<file path="config.mk">
export PLATFORM = sky130hd
export DESIGN_NAME = control_sequencer_flat
export DESIGN_NICKNAME = d
export VERILOG_FILES = /design/src/rtl/cpu_ctrl_pkg.sv /design/src/rtl/control_sequencer_if.sv /design/src/rtl/ctrl_decode.sv /design/src/rtl/control_sequencer.sv /design/src/flat_wrapper.sv
export SDC_FILE = /design/constraint.sdc
export NUM_CORES = 1
export LEC_CHECK = 0
export CAP_MARGIN = 20
export CELL_PAD_IN_SITES_DETAIL_PLACEMENT = 0
export CELL_PAD_IN_SITES_GLOBAL_PLACEMENT = 1
export CORE_MARGIN = 3
export CORE_UTILIZATION = 37
export DETAILED_ROUTE_END_ITERATION = 10
export GPL_ROUTABILITY_DRIVEN = 0
export HOLD_SLACK_MARGIN = 0.06
export PLACE_DENSITY = 0.9
export SKIP_CTS_REPAIR_TIMING = 1
export SYNTH_ARGS = -nofsm -noshare
export SYNTH_HDL_FRONTEND = slang
export SYNTH_HIERARCHICAL = 1
export SYNTH_SLANG_ARGS = --single-unit
</file>
<file path="constraint.sdc">
create_clock -name clock -period 2.9 [get_ports clock]
set_clock_uncertainty 0.1 [all_clocks]
set_input_delay 0.435 -clock clock [delete_from_list [all_inputs] [get_ports clock]]
set_output_delay 0.435 -clock clock [all_outputs]
set_load 0.05 [all_outputs]
</file>
<file path="src/rtl/cpu_ctrl_pkg.sv">
// Shared definitions for the hardwired control sequencer: opcodes, the
// DataPath strobe bit map, T-state encoding and opcode classification.
package cpu_ctrl_pkg;

  localparam int OPCODE_WIDTH = 5;
  localparam int ALUOP_WIDTH  = 5;
  localparam int CTRL_WIDTH   = 30;

  typedef logic [OPCODE_WIDTH-1:0] opcode_t;
  typedef logic [ALUOP_WIDTH-1:0]  aluop_t;
  typedef logic [CTRL_WIDTH-1:0]   ctrl_t;

  // Opcode field IR[31:27]
  localparam opcode_t OP_LD   = 5'b00000;
  localparam opcode_t OP_LDI  = 5'b00001;
  localparam opcode_t OP_ST   = 5'b00010;
  localparam opcode_t OP_ADD  = 5'b00011;
  localparam opcode_t OP_SUB  = 5'b00100;
  localparam opcode_t OP_AND  = 5'b00101;
  localparam opcode_t OP_OR   = 5'b00110;
  localparam opcode_t OP_ROR  = 5'b00111;
  localparam opcode_t OP_ROL  = 5'b01000;
  localparam opcode_t OP_SHR  = 5'b01001;
  localparam opcode_t OP_SHRA = 5'b01010;
  localparam opcode_t OP_SHL  = 5'b01011;
  localparam opcode_t OP_ADDI = 5'b01100;
  localparam opcode_t OP_ANDI = 5'b01101;
  localparam opcode_t OP_ORI  = 5'b01110;
  localparam opcode_t OP_DIV  = 5'b01111;
  localparam opcode_t OP_MUL  = 5'b10000;
  localparam opcode_t OP_NEG  = 5'b10001;
  localparam opcode_t OP_NOT  = 5'b10010;
  localparam opcode_t OP_BR   = 5'b10011;
  localparam opcode_t OP_JAL  = 5'b10100;
  localparam opcode_t OP_JR   = 5'b10101;
  localparam opcode_t OP_IN   = 5'b10110;
  localparam opcode_t OP_OUT  = 5'b10111;
  localparam opcode_t OP_MFLO = 5'b11000;
  localparam opcode_t OP_MFHI = 5'b11001;
  localparam opcode_t OP_NOP  = 5'b11010;
  localparam opcode_t OP_HALT = 5'b11011;

  // Bit positions of the DataPath strobes inside ctrl
  localparam int CB_PC_OUT      = 0;
  localparam int CB_ZHIGH_OUT   = 1;
  localparam int CB_ZLOW_OUT    = 2;
  localparam int CB_MDR_OUT     = 3;
  localparam int CB_MAR_IN      = 4;
  localparam int CB_PC_IN       = 5;
  localparam int CB_MDR_IN      = 6;
  localparam int CB_IR_IN       = 7;
  localparam int CB_Y_IN        = 8;
  localparam int CB_INC_PC      = 9;
  localparam int CB_READ        = 10;
  localparam int CB_WRITE       = 11;
  localparam int CB_GRA         = 12;
  localparam int CB_GRB         = 13;
  localparam int CB_GRC         = 14;
  localparam int CB_R_IN        = 15;
  localparam int CB_R_OUT       = 16;
  localparam int CB_BA_OUT      = 17;
  localparam int CB_C_OUT       = 18;
  localparam int CB_HI_IN       = 19;
  localparam int CB_LO_IN       = 20;
  localparam int CB_HI_OUT      = 21;
  localparam int CB_LO_OUT      = 22;
  localparam int CB_ZHIGH_IN    = 23;
  localparam int CB_ZLOW_IN     = 24;
  localparam int CB_CON_IN      = 25;
  localparam int CB_INPORT_OUT  = 26;
  localparam int CB_OUTPORT_IN  = 27;
  localparam int CB_R15_IN      = 28;
  localparam int CB_ZLOW_IN_ADD = 29;

  typedef enum logic [3:0] {
    S_RST    = 4'd0,
    S_T0     = 4'd1,
    S_T1     = 4'd2,
    S_T2     = 4'd3,
    S_T3     = 4'd4,
    S_T4     = 4'd5,
    S_T5     = 4'd6,
    S_T6     = 4'd7,
    S_T7     = 4'd8,
    S_HALTED = 4'd9
  } state_t;

  // Instruction families that share an execute sequence
  typedef enum logic [4:0] {
    CL_ALU, CL_IMM, CL_MULDIV, CL_UNARY, CL_LD, CL_LDI, CL_ST, CL_BR,
    CL_JR, CL_JAL, CL_IN, CL_OUT, CL_MFHI, CL_MFLO, CL_NOP, CL_HALT,
    CL_ILLEGAL
  } op_class_t;

  function automatic op_class_t classify(opcode_t op);
    case (op)
      OP_ADD, OP_SUB, OP_AND, OP_OR, OP_ROR, OP_ROL,
      OP_SHR, OP_SHRA, OP_SHL:      return CL_ALU;
      OP_ADDI, OP_ANDI, OP_ORI:     return CL_IMM;
      OP_MUL, OP_DIV:               return CL_MULDIV;
      OP_NEG, OP_NOT:               return CL_UNARY;
      OP_LD:                        return CL_LD;
      OP_LDI:                       return CL_LDI;
      OP_ST:                        return CL_ST;
      OP_BR:                        return CL_BR;
      OP_JR:                        return CL_JR;
      OP_JAL:                       return CL_JAL;
      OP_IN:                        return CL_IN;
      OP_OUT:                       return CL_OUT;
      OP_MFHI:                      return CL_MFHI;
      OP_MFLO:                      return CL_MFLO;
      OP_NOP:                       return CL_NOP;
      OP_HALT:                      return CL_HALT;
      default:                      return CL_ILLEGAL;
    endcase
  endfunction

  // Final execute state of each family; the instruction boundary follows it
  function automatic state_t last_state(op_class_t cl);
    case (cl)
      CL_ALU, CL_IMM, CL_LDI: return S_T5;
      CL_MULDIV, CL_BR:       return S_T6;
      CL_UNARY, CL_JAL:       return S_T4;
      CL_LD, CL_ST:           return S_T7;
      default:                return S_T3;
    endcase
  endfunction

endpackage

</file>
<file path="src/rtl/control_sequencer_if.sv">
// Bundle between the control sequencer (master) and the DataPath side (slave).
//
// Memory handshake: the sequencer holds Read (T1, LD T6) or Write (ST T7)
// high and stays in that state until it samples mem_ready=1 on a rising
// clock edge; that edge completes the access and advances the state.
// mem_ready seen in any other state has no effect.
interface control_sequencer_if #(
  parameter int OPCODE_W = 5,
  parameter int ALUOP_W  = 5,
  parameter int CTRL_W   = 30
);
  logic [OPCODE_W-1:0] ir_opcode;
  logic                CON_out;
  logic                mem_ready;
  logic                stop;
  logic [CTRL_W-1:0]   ctrl;
  logic [ALUOP_W-1:0]  alu_op;
  logic                run;
  logic                illegal;

  modport master (
    input  ir_opcode, CON_out, mem_ready, stop,
    output ctrl, alu_op, run, illegal
  );

  modport slave (
    output ir_opcode, CON_out, mem_ready, stop,
    input  ctrl, alu_op, run, illegal
  );
endinterface

</file>
<file path="src/rtl/ctrl_decode.sv">
// Moore output decode: maps the current T-state and latched opcode onto the
// packed DataPath strobe vector, the ALU operation and the illegal flag.
// ZLowIn_add stays low: the add used for address and PC arithmetic is
// selected through alu_op together with ZLowIn.
module ctrl_decode
  import cpu_ctrl_pkg::*;
(
  input  state_t  state,
  input  opcode_t opcode,
  input  logic    con_out,
  output ctrl_t   ctrl,
  output aluop_t  alu_op,
  output logic    illegal
);

  op_class_t op_class;

  assign op_class = classify(opcode);

  // Strobe decode per state and instruction family
  always_comb begin
    ctrl    = '0;
    alu_op  = '0;
    illegal = 1'b0;
    case (state)
      S_T0: begin
        ctrl[CB_PC_OUT]   = 1'b1;
        ctrl[CB_MAR_IN]   = 1'b1;
        ctrl[CB_INC_PC]   = 1'b1;
        ctrl[CB_ZLOW_IN]  = 1'b1;
        alu_op            = OP_ADD;
      end
      S_T1: begin
        ctrl[CB_ZLOW_OUT] = 1'b1;
        ctrl[CB_PC_IN]    = 1'b1;
        ctrl[CB_READ]     = 1'b1;
        ctrl[CB_MDR_IN]   = 1'b1;
      end
      S_T2: begin
        ctrl[CB_MDR_OUT]  = 1'b1;
        ctrl[CB_IR_IN]    = 1'b1;
      end
      S_T3: begin
        case (op_class)
          CL_ALU, CL_IMM: begin
            ctrl[CB_GRB] = 1'b1; ctrl[CB_R_OUT] = 1'b1; ctrl[CB_Y_IN] = 1'b1;
          end
          CL_MULDIV: begin
            ctrl[CB_GRA] = 1'b1; ctrl[CB_R_OUT] = 1'b1; ctrl[CB_Y_IN] = 1'b1;
          end
          CL_UNARY: begin
            ctrl[CB_GRB] = 1'b1; ctrl[CB_R_OUT] = 1'b1; ctrl[CB_ZLOW_IN] = 1'b1;
            alu_op = opcode;
          end
          CL_LD, CL_LDI, CL_ST: begin
            ctrl[CB_GRB] = 1'b1; ctrl[CB_BA_OUT] = 1'b1; ctrl[CB_Y_IN] = 1'b1;
          end
          CL_BR: begin
            ctrl[CB_GRA] = 1'b1; ctrl[CB_R_OUT] = 1'b1; ctrl[CB_CON_IN] = 1'b1;
          end
          CL_JR: begin
            ctrl[CB_GRA] = 1'b1; ctrl[CB_R_OUT] = 1'b1; ctrl[CB_PC_IN] = 1'b1;
          end
          CL_JAL: begin
            ctrl[CB_PC_OUT] = 1'b1; ctrl[CB_R15_IN] = 1'b1;
          end
          CL_IN: begin
            ctrl[CB_INPORT_OUT] = 1'b1; ctrl[CB_GRA] = 1'b1; ctrl[CB_R_IN] = 1'b1;
          end
          CL_OUT: begin
            ctrl[CB_GRA] = 1'b1; ctrl[CB_R_OUT] = 1'b1; ctrl[CB_OUTPORT_IN] = 1'b1;
          end
          CL_MFHI: begin
            ctrl[CB_HI_OUT] = 1'b1; ctrl[CB_GRA] = 1'b1; ctrl[CB_R_IN] = 1'b1;
          end
          CL_MFLO: begin
            ctrl[CB_LO_OUT] = 1'b1; ctrl[CB_GRA] = 1'b1; ctrl[CB_R_IN] = 1'b1;
          end
          CL_ILLEGAL: illegal = 1'b1;
          default: ;
        endcase
      end
      S_T4: begin
        case (op_class)
          CL_ALU: begin
            ctrl[CB_GRC] = 1'b1; ctrl[CB_R_OUT] = 1'b1; ctrl[CB_ZLOW_IN] = 1'b1;
            alu_op = opcode;
          end
          CL_IMM: begin
            ctrl[CB_C_OUT] = 1'b1; ctrl[CB_ZLOW_IN] = 1'b1;
            alu_op = opcode;
          end
          CL_MULDIV: begin
            ctrl[CB_GRB] = 1'b1; ctrl[CB_R_OUT] = 1'b1;
            ctrl[CB_ZHIGH_IN] = 1'b1; ctrl[CB_ZLOW_IN] = 1'b1;
            alu_op = opcode;
          end
          CL_UNARY: begin
            ctrl[CB_ZLOW_OUT] = 1'b1; ctrl[CB_GRA] = 1'b1; ctrl[CB_R_IN] = 1'b1;
          end
          CL_LD, CL_LDI, CL_ST: begin
            ctrl[CB_C_OUT] = 1'b1; ctrl[CB_ZLOW_IN] = 1'b1;
            alu_op = OP_ADD;
          end
          CL_BR: begin
            ctrl[CB_PC_OUT] = 1'b1; ctrl[CB_Y_IN] = 1'b1;
          end
          CL_JAL: begin
            ctrl[CB_GRA] = 1'b1; ctrl[CB_R_OUT] = 1'b1; ctrl[CB_PC_IN] = 1'b1;
          end
          default: ;
        endcase
      end
      S_T5: begin
        case (op_class)
          CL_ALU, CL_IMM, CL_LDI: begin
            ctrl[CB_ZLOW_OUT] = 1'b1; ctrl[CB_GRA] = 1'b1; ctrl[CB_R_IN] = 1'b1;
          end
          CL_MULDIV: begin
            ctrl[CB_ZLOW_OUT] = 1'b1; ctrl[CB_LO_IN] = 1'b1;
          end
          CL_LD, CL_ST: begin
            ctrl[CB_ZLOW_OUT] = 1'b1; ctrl[CB_MAR_IN] = 1'b1;
          end
          CL_BR: begin
            ctrl[CB_C_OUT] = 1'b1; ctrl[CB_ZLOW_IN] = 1'b1;
            alu_op = OP_ADD;
          end
          default: ;
        endcase
      end
      S_T6: begin
        case (op_class)
          CL_MULDIV: begin
            ctrl[CB_ZHIGH_OUT] = 1'b1; ctrl[CB_HI_IN] = 1'b1;
          end
          CL_LD: begin
            ctrl[CB_READ] = 1'b1; ctrl[CB_MDR_IN] = 1'b1;
          end
          CL_ST: begin
            ctrl[CB_GRA] = 1'b1; ctrl[CB_R_OUT] = 1'b1; ctrl[CB_MDR_IN] = 1'b1;
          end
          CL_BR: begin
            // Branch target is always computed; only the PC load is conditional
            ctrl[CB_ZLOW_OUT] = 1'b1;
            ctrl[CB_PC_IN]    = con_out;
          end
          default: ;
        endcase
      end
      S_T7: begin
        case (op_class)
          CL_LD: begin
            ctrl[CB_MDR_OUT] = 1'b1; ctrl[CB_GRA] = 1'b1; ctrl[CB_R_IN] = 1'b1;
          end
          CL_ST: ctrl[CB_WRITE] = 1'b1;
          default: ;
        endcase
      end
      default: ;
    endcase
  end

endmodule

</file>
<file path="src/rtl/control_sequencer.sv">
// Hardwired fetch/execute sequencer for the DataPath. Owns the T-state
// register, the opcode latch and the memory-wait / stop handling; the strobe
// decode lives in ctrl_decode.
module control_sequencer
  import cpu_ctrl_pkg::*;
#(
  parameter int OPCODE_W = 5,
  parameter int ALUOP_W  = 5,
  parameter int CTRL_W   = 30,
  parameter bit WAIT_EN  = 1'b1
) (
  input  logic                 clock,
  input  logic                 clear,
  control_sequencer_if.master  bus,
  output state_t               dbg_state
);

  state_t              state;
  state_t              state_next;
  logic [OPCODE_W-1:0] opcode_q;
  op_class_t           op_class;
  logic                mem_wait;
  logic [CTRL_W-1:0]   ctrl_d;
  logic [ALUOP_W-1:0]  alu_d;
  logic                illegal_d;

  assign op_class = classify(opcode_q);

  // T-state register; clear returns to RST from any state, mid-instruction too
  always_ff @(posedge clock or posedge clear) begin
    if (clear) state <= S_RST;
    else       state <= state_next;
  end

  // Opcode latch: IR is captured when fetch hands over to execute
  always_ff @(posedge clock or posedge clear) begin
    if (clear)              opcode_q <= '0;
    else if (state == S_T2) opcode_q <= bus.ir_opcode;
  end

  // Memory stall: Read/Write states hold until the access completes
  always_comb begin
    mem_wait = 1'b0;
    if (WAIT_EN && !bus.mem_ready) begin
      case (state)
        S_T1:    mem_wait = 1'b1;
        S_T6:    mem_wait = (op_class == CL_LD);
        S_T7:    mem_wait = (op_class == CL_ST);
        default: mem_wait = 1'b0;
      endcase
    end
  end

  // Next state: stall, halt, instruction boundary or step to the next T-state
  always_comb begin
    state_next = state;
    case (state)
      S_RST:    state_next = S_T0;
      S_HALTED: state_next = S_HALTED;
      default: begin
        if (mem_wait)
          state_next = state;
        else if (state == S_T3 && op_class == CL_HALT)
          state_next = S_HALTED;
        else if (state == last_state(op_class))
          state_next = bus.stop ? S_HALTED : S_T0;
        else
          state_next = state_t'(state + 4'd1);
      end
    endcase
  end

  ctrl_decode u_decode (
    .state   (state),
    .opcode  (opcode_q),
    .con_out (bus.CON_out),
    .ctrl    (ctrl_d),
    .alu_op  (alu_d),
    .illegal (illegal_d)
  );

  assign bus.ctrl    = ctrl_d;
  assign bus.alu_op  = alu_d;
  assign bus.illegal = illegal_d;
  assign bus.run     = (state != S_HALTED);
  assign dbg_state   = state;

endmodule
</file>
<file path="src/flat_wrapper.sv">
// flat-port wrapper written by rule: the top's interface ports become plain ports
module control_sequencer_flat import cpu_ctrl_pkg::*;
#(
  parameter int OPCODE_W = 5,
  parameter int ALUOP_W  = 5,
  parameter int CTRL_W   = 30,
  parameter bit WAIT_EN  = 1'b1
)
  (clock, clear, dbg_state, bus_ir_opcode, bus_CON_out, bus_mem_ready, bus_stop, bus_ctrl, bus_alu_op, bus_run, bus_illegal);
  control_sequencer_if #(.OPCODE_W(OPCODE_W), .ALUOP_W(ALUOP_W), .CTRL_W(CTRL_W)) bus_i ();
  input  logic clock;
  input  logic clear;
  output state_t dbg_state;
  input wire logic [$bits(bus_i.ir_opcode)-1:0] bus_ir_opcode;
  input wire logic [$bits(bus_i.CON_out)-1:0] bus_CON_out;
  input wire logic [$bits(bus_i.mem_ready)-1:0] bus_mem_ready;
  input wire logic [$bits(bus_i.stop)-1:0] bus_stop;
  output wire logic [$bits(bus_i.ctrl)-1:0] bus_ctrl;
  output wire logic [$bits(bus_i.alu_op)-1:0] bus_alu_op;
  output wire logic [$bits(bus_i.run)-1:0] bus_run;
  output wire logic [$bits(bus_i.illegal)-1:0] bus_illegal;
  assign bus_i.ir_opcode = bus_ir_opcode;
  assign bus_i.CON_out = bus_CON_out;
  assign bus_i.mem_ready = bus_mem_ready;
  assign bus_i.stop = bus_stop;
  assign bus_ctrl = bus_i.ctrl;
  assign bus_alu_op = bus_i.alu_op;
  assign bus_run = bus_i.run;
  assign bus_illegal = bus_i.illegal;
  control_sequencer #(.OPCODE_W(OPCODE_W), .ALUOP_W(ALUOP_W), .CTRL_W(CTRL_W), .WAIT_EN(WAIT_EN)) u_core (.clock(clock), .clear(clear), .bus(bus_i), .dbg_state(dbg_state));
endmodule
</file>
; Yosys cells after proc, flatten, opt, wreduce, memory -nomap -nowiden
; Memories as Yosys holds them, arrays and structs flattened.
; Index checks and enable logic that the tools add are counted.
[totals]
mem_count = 3
wordCells = 116
mem_bits_ro = 384
out_inout_bits = 41
ff_bits = 9
[mem_list]
columns = name, depth, word_bits, read_ports, rd_ports_with_merged_regs, write_ports, line
row1 = (name not given), 32, 5, 1, 0, 0, cpu_ctrl_pkg.sv:96  ; case (op)
row2 = (name not given), 32, 5, 1, 0, 0, cpu_ctrl_pkg.sv:96
row3 = (name not given), 16, 4, 1, 0, 0, cpu_ctrl_pkg.sv:120  ; case (cl)
[op_classes]
n_reduce_logical = 16
eq_ne = 29
muxes = 65
addsub = 1
[ops]
columns = operator, n
row1 = 4-bit two-way mux, 9
row2 = "5-bit by 4-bit equality test with 1-bit output, second input constant", 7
row3 = 1-bit two-way mux, 35
row4 = "5-bit by 3-bit equality test with 1-bit output, second input constant", 6
row5 = 5-bit one-hot mux with 4 select lines, 1
row6 = "4-bit by 3-bit equality test with 1-bit output, second input constant", 4
row7 = 1-bit one-hot mux with 4 select lines, 4
row8 = 3-bit OR reduction, 5
row9 = 1-bit one-hot mux with 2 select lines, 7
row10 = 7-bit OR reduction, 2
row11 = 6-bit OR reduction, 2
row12 = "5-bit by 2-bit equality test with 1-bit output, second input constant", 2
row13 = 5-bit one-hot mux with 2 select lines, 1
row14 = 1-bit one-hot mux with 3 select lines, 3
row15 = "4-bit by 2-bit equality test with 1-bit output, second input constant", 2
row16 = "4-bit equality test, second input constant", 2
row17 = 4-bit one-hot mux with 2 select lines, 1
row18 = 2-bit OR reduction, 3
row19 = "5-bit by 1-bit equality test with 1-bit output, second input constant", 1
row20 = "5-bit equality test, second input constant", 1
row21 = 5-bit logical NOT, 1
row22 = 5-bit two-way mux, 1
row23 = 1-bit one-hot mux with 5 select lines, 1
row24 = "4-bit by 1-bit adder with 4-bit output, second input constant", 1
row25 = other kinds (8), 9

; Depth between registers and ports, before layout
; An unclocked memory read counts as a cell.
[depth]
ltp_word = 11
ltp_mapped = 9

; Cells and area by module
; Netlist, hierarchy kept.
[by_module_without_submodules]
columns = module, seq_area_each_um2, area_each_um2, n_inst, cells_each
row1 = ctrl_decode, 0.0, 1107.3, 1, 148
row2 = control_sequencer, 225.2, 993.5, 1, 111

; Worst setup path before layout
; OpenSTA, ideal clock, no wires.
[synth_path]
kind = register -> output
startpoint = reg u_core.state[0], in the netlist u_core/dbg_state[0]
endpoint = out bus_ctrl[12]
stages_incl_launch_ff = 8
arrival_ps = 3529
path_slack_ps = -1164
path_cell_list = dfrtp_1 buf_2 nor4b_4 o2111ai_2 a2111oi_2 a31oi_1 nand4_1 a211o_1
[synth_via]
elab_chain_len = 2
elab_cells_between_ends = 6
[synth_rtl]
columns = element, line
row1 = from (decl), control_sequencer.sv:18  ; state_t state;
row2 = from (signal assigned), control_sequencer.sv:32  ; else state <= state_next;
row3 = 4-bit equality test / 4-bit by 3-bit equality test with 1-bit output (equally long branches), ctrl_decode.sv:25  ; case (state)
row4 = 1-bit one-hot mux with 5 select lines (*), ctrl_decode.sv:25
row5 = to (decl), flat_wrapper.sv:18  ; output wire logic [$bits(bus_i.ctrl)-1:0] bus_ctrl;
; Every way passes the cells marked *; elsewhere a longest branch is shown, timed or not.

; Final worst setup path
[layout_path]
startpoint = reg u_core.opcode_q[1]
endpoint = out bus_ctrl[12]
[layout_via]
elab_chain_len = 5
elab_cells_between_ends = 24
[layout_rtl]
columns = element, line
row1 = from (decl), control_sequencer.sv:20  ; logic [OPCODE_W-1:0] opcode_q;
row2 = from (signal assigned), control_sequencer.sv:38  ; else if (state == S_T2) opcode_q <= bus.ir_opcode;
row3 = memory read 32 x 5 bit (*), n/a
row4 = "5-bit by 3-bit equality test with 1-bit output, or another cell as far along", ctrl_decode.sv:44  ; case (op_class)
row5 = "7-bit OR reduction (no line), or another cell as far along", n/a
row6 = 1-bit two-way mux (on tied branches), "ctrl_decode.sv:44, ctrl_decode.sv:84, ctrl_decode.sv:115"
row7 = 1-bit one-hot mux with 5 select lines (*), ctrl_decode.sv:25
; Marked as above.

==> flow_summary.yaml <==
outcome:
  outcome: "complete, but fails checks"
  violations: "negative setup slack"
floorplanning:
  die_w_um: 81.4
  design.die.area_sq_um: 6620
  initial_utilization_pct: 39.6
  die_h_um: 81.4
  core_region_area_sq_um: 5300
  site_row_count: 26
  pin_count: 51
yosys:
  ys_ff_latch: 9
  synth_cells: 259
  synth-seq-area-share_pct: 10.7
  synth_area_sq_um: 2100
  syn_nets: 286
  ys.warnings.count: 6
  synth_edf_count: 0
  syn_avg_cell_area_sq_um: 8.11
  synth-async-reset-ratio_pct: 100
  ys_dominant_reg_cell: "dfrtp_1"
  synth_cell_type_count: 79
detailed_routing:
  drcViolationCount: 0
  dr_total_vias: 2424
  drt_iter0_markers: 198
  avgRoutedWirePerCell_um: 17.5
  drtAntennaViolNets: 0
  detail_route.first_pass.iterations: 6
  route.final.wire_length_um: 7120
  routed_via_density: 5.96
finish:
  nets: 365
  multiInputGateArea_sq_um: 2040
  final_layout_size_suffix_gt1_share_pct: 46.9
  num-fill-cells: 387
  finalCoreUtilization_pct: 68.2
  area_growth_syn_to_layout_pct: 72.2
  final-seq-area_sq_um: 234
  antenna_cells_inserted: 0
power:
  power_switching_w: 0.00243
  power.clock.fraction_pct: 3.4
  max-vdd-ir-drop_mv: 0.799
  swShare_pct: 55.1
  power.internal_w: 0.00198
  cellLeakagePower_nw: 1.42
  p_comb_share_pct: 87.1
  share_seq_of_total_power_pct: 9.5
  power.density_nw_per_um2: 1220
critical_path:
  critical_path_peak_fanout: 7
  wp_data_arrival_ps: 2610
  critical_path.endpoint_type: "primary output"
  critPathBufInv: 2
  startpoint_type: "flop"
  regToRegSetupSlack_ps: 190
  cp_cell_sequence: "buf_4 -> ha_1 -> nor3b_4 -> a41oi_4 -> nand2_4 -> mux2i_1 -> a22o_1 -> a211o_4 -> buf_12"
  timing.critical_path.slowest_cell_delay_ps: 480
  cp.required_ps: 2370
  critical-path-slowest-cell: "dfrtp_2"
  crit_family: "compound AO/OA/AOI/OAI gates"
  timing.setup.critical_path_class: "flop to primary output"
placement:
  port_buffers: 49
  detailed_place_hpwl_um: 5060
  detailedPlace.worstSlack_ps: -18.9
sta:
  finalHoldViolations: 0
  finalCriticalPeriod_ps: 3140
  final_critical_path_setup_slack_ps: -243
  timing.final.setup_violations: 23
  fmaxAchievable_mhz: 318
  report.final.slew_viol_count: 0
  tns_ps: -2930
  final.hold.worst_slack_ps: 376
  slew-limit-headroom_pct: 66.5
  min_period_over_period_pct: 108
  setup_repair_after_global_routing_missed_its_margin: "yes"
  worstMarginPinSlew_ps: 501
grt:
  grt-ovfl-total: 0
  grt_start_max_net_pins: 19
  grt_pass1_vias: 2212
  grt_pass1_wl_um: 10500
  track_usage_pct: 19.7
  grt_antenna_before_repair: 0
  grt_most_used_layer: "met2"
  use_met2_pct: 35.1
  groute.layer.met3.usage_pct: 1.22
  met1_usage_grt_pct: 25.1
min_path:
  min_path_type: "primary input to asynchronous set/reset pin"
cts:
  path_clk_slew_ps: 50
  clkLatencyLatePin_ps: 230
  h-tree-depth: 1
  tritoncts.num_buffers: 3
  cts_tree: "built"
  clockBufferDepth: 2
  number_of_clock_sinks_seen_by_cts: 9
  cts-root-buf: "clkbuf_8"
run:
  max_cap_violations: 0
worst reg2reg max path: stages, from the launching register on:
cell,delay [ps]
dfrtp_2,480
buf_4,180
inv_1,90
ha_1,220
nand2b_1,170
and2_1,190
o211ai_1,280
mux2i_1,120
a2111o_1,370
and4bb_1,320
nor3b_2,50
sequential cells by signal, summed over array words and instances, names as in the netlist:
name / flops
u_core/dbg_state: 4
u_core/opcode_q: 5
routing by layer:
| metal | vias to the layer above | wire (um) |
|---|---|---|
| li1 | 1116 | - |
| met1 | 1149 | 2910 |
| met2 | 132 | 3600 |
| met3 | 27 | 444 |
| met4 | 0 | 160 |
| met5 | - | 0 |
cell type report:
type | count | share of cell area, %
clock buffer | 4 | 1.25
inverter | 13 | 1.42
multi-input combinational | 222 | 56.3
sequential | 9 | 6.47
tap | 70 | 2.42
timing repair buffer | 89 | 32.1
logic make-up after synthesis:
family	after synthesis	synth area share (%)
AO/OA/AOI/OAI	70	31.1
multiplexers	10	5.00
buffers and inverters	28	7.27
other	1	0.179
XOR/XNOR	2	1.19
adder cells (fa/ha/maj)	17	10.1
flip-flops	9	10.7
AND/OR/NAND/NOR	122	34.4
layout by cell type, fill, tap and decap left out, drive strengths merged, types with 7 or more instances in the layout:
master / count
buf: 73
nand2: 24
nor2: 22
ha: 17
clkdlybuf4s50: 15
nor3: 15
o21ai: 14
inv: 12
dfrtp: 9
and2: 8
a21oi: 8
nand2b: 7
power by group through the flow:
| stage | combinational, W | sequential (W) | clock (W) |
|---|---|---|---|
| after CTS | 0.00313 | 0.000390 | 0.000154 |
| after detailed placement | 0.00312 | 0.000392 | 0 |
| final | 0.00384 | 0.000418 | 0.000151 |
| after global routing | 0.00403 | 0.000441 | 0.000159 |
| after global placement | 0.00307 | 0.000386 | 0 |
| after floorplan | 0.00219 | 0.000384 | 0 |
final timing paths:
path                                                      start                               to  cells after the start
max in group asynchronous                                 clear   u_core/opcode_q[0]$_DFFE_PP0N_                      2
worst max-delay path             u_core/opcode_q[1]$_DFFE_PP0N_                     bus_ctrl[12]                      9
min in group clock                             bus_ir_opcode[1]   u_core/opcode_q[1]$_DFFE_PP0N_                      3
worst min register to register  u_core/dbg_state[1]$_DFFE_PP0P_  u_core/dbg_state[1]$_DFFE_PP0P_                      2
worst max register to register   u_core/opcode_q[1]$_DFFE_PP0N_  u_core/dbg_state[3]$_DFFE_PP0P_                     10
worst min-delay path                                      clear  u_core/dbg_state[1]$_DFFE_PP0P_                      2
cell usage after synthesis (all sizes together), types with 2 or more instances:
cell,count,share of area [%]
a211oi,2,1.2
a21o,4,1.4
a21oi,8,3.2
a22o,2,0.83
a31oi,2,0.60
and2,8,2.5
and3,2,0.60
and4bb,2,1.2
buf,11,4.2
clkbuf,4,0.71
dfrtp,9,11
ha,17,10
inv,12,2.1
mux2,4,2.1
mux2i,6,2.9
nand2,24,4.8
nand2b,7,2.1
nand3,5,1.4
nand3b,4,1.4
nand4,6,1.8
nor2,22,4.1
nor2b,6,1.8
nor3,15,3.8
nor3b,3,1.5
nor4b,2,1.5
o2111ai,4,2.0
o211ai,6,2.1
o21a,4,1.4
o21ai,14,3.7
o22ai,4,1.2
o32a,2,0.95
o32ai,3,3.0
or2,6,1.8
or3,4,1.4
xnor2,2,1.2
per-stage QoR:
step / power (W) / instance area [sq um] / instances
after floorplan: 0.00257 / 2200 / 259
after global placement: 0.00346 / 3220 / 392
after detailed placement: 0.00351 / 3220 / 392
after CTS: 0.00367 / 3270 / 396
after global routing: 0.00463 / 3620 / 407
final: 0.00441 / 3620 / 407
(Power assumes the default switching activity.)
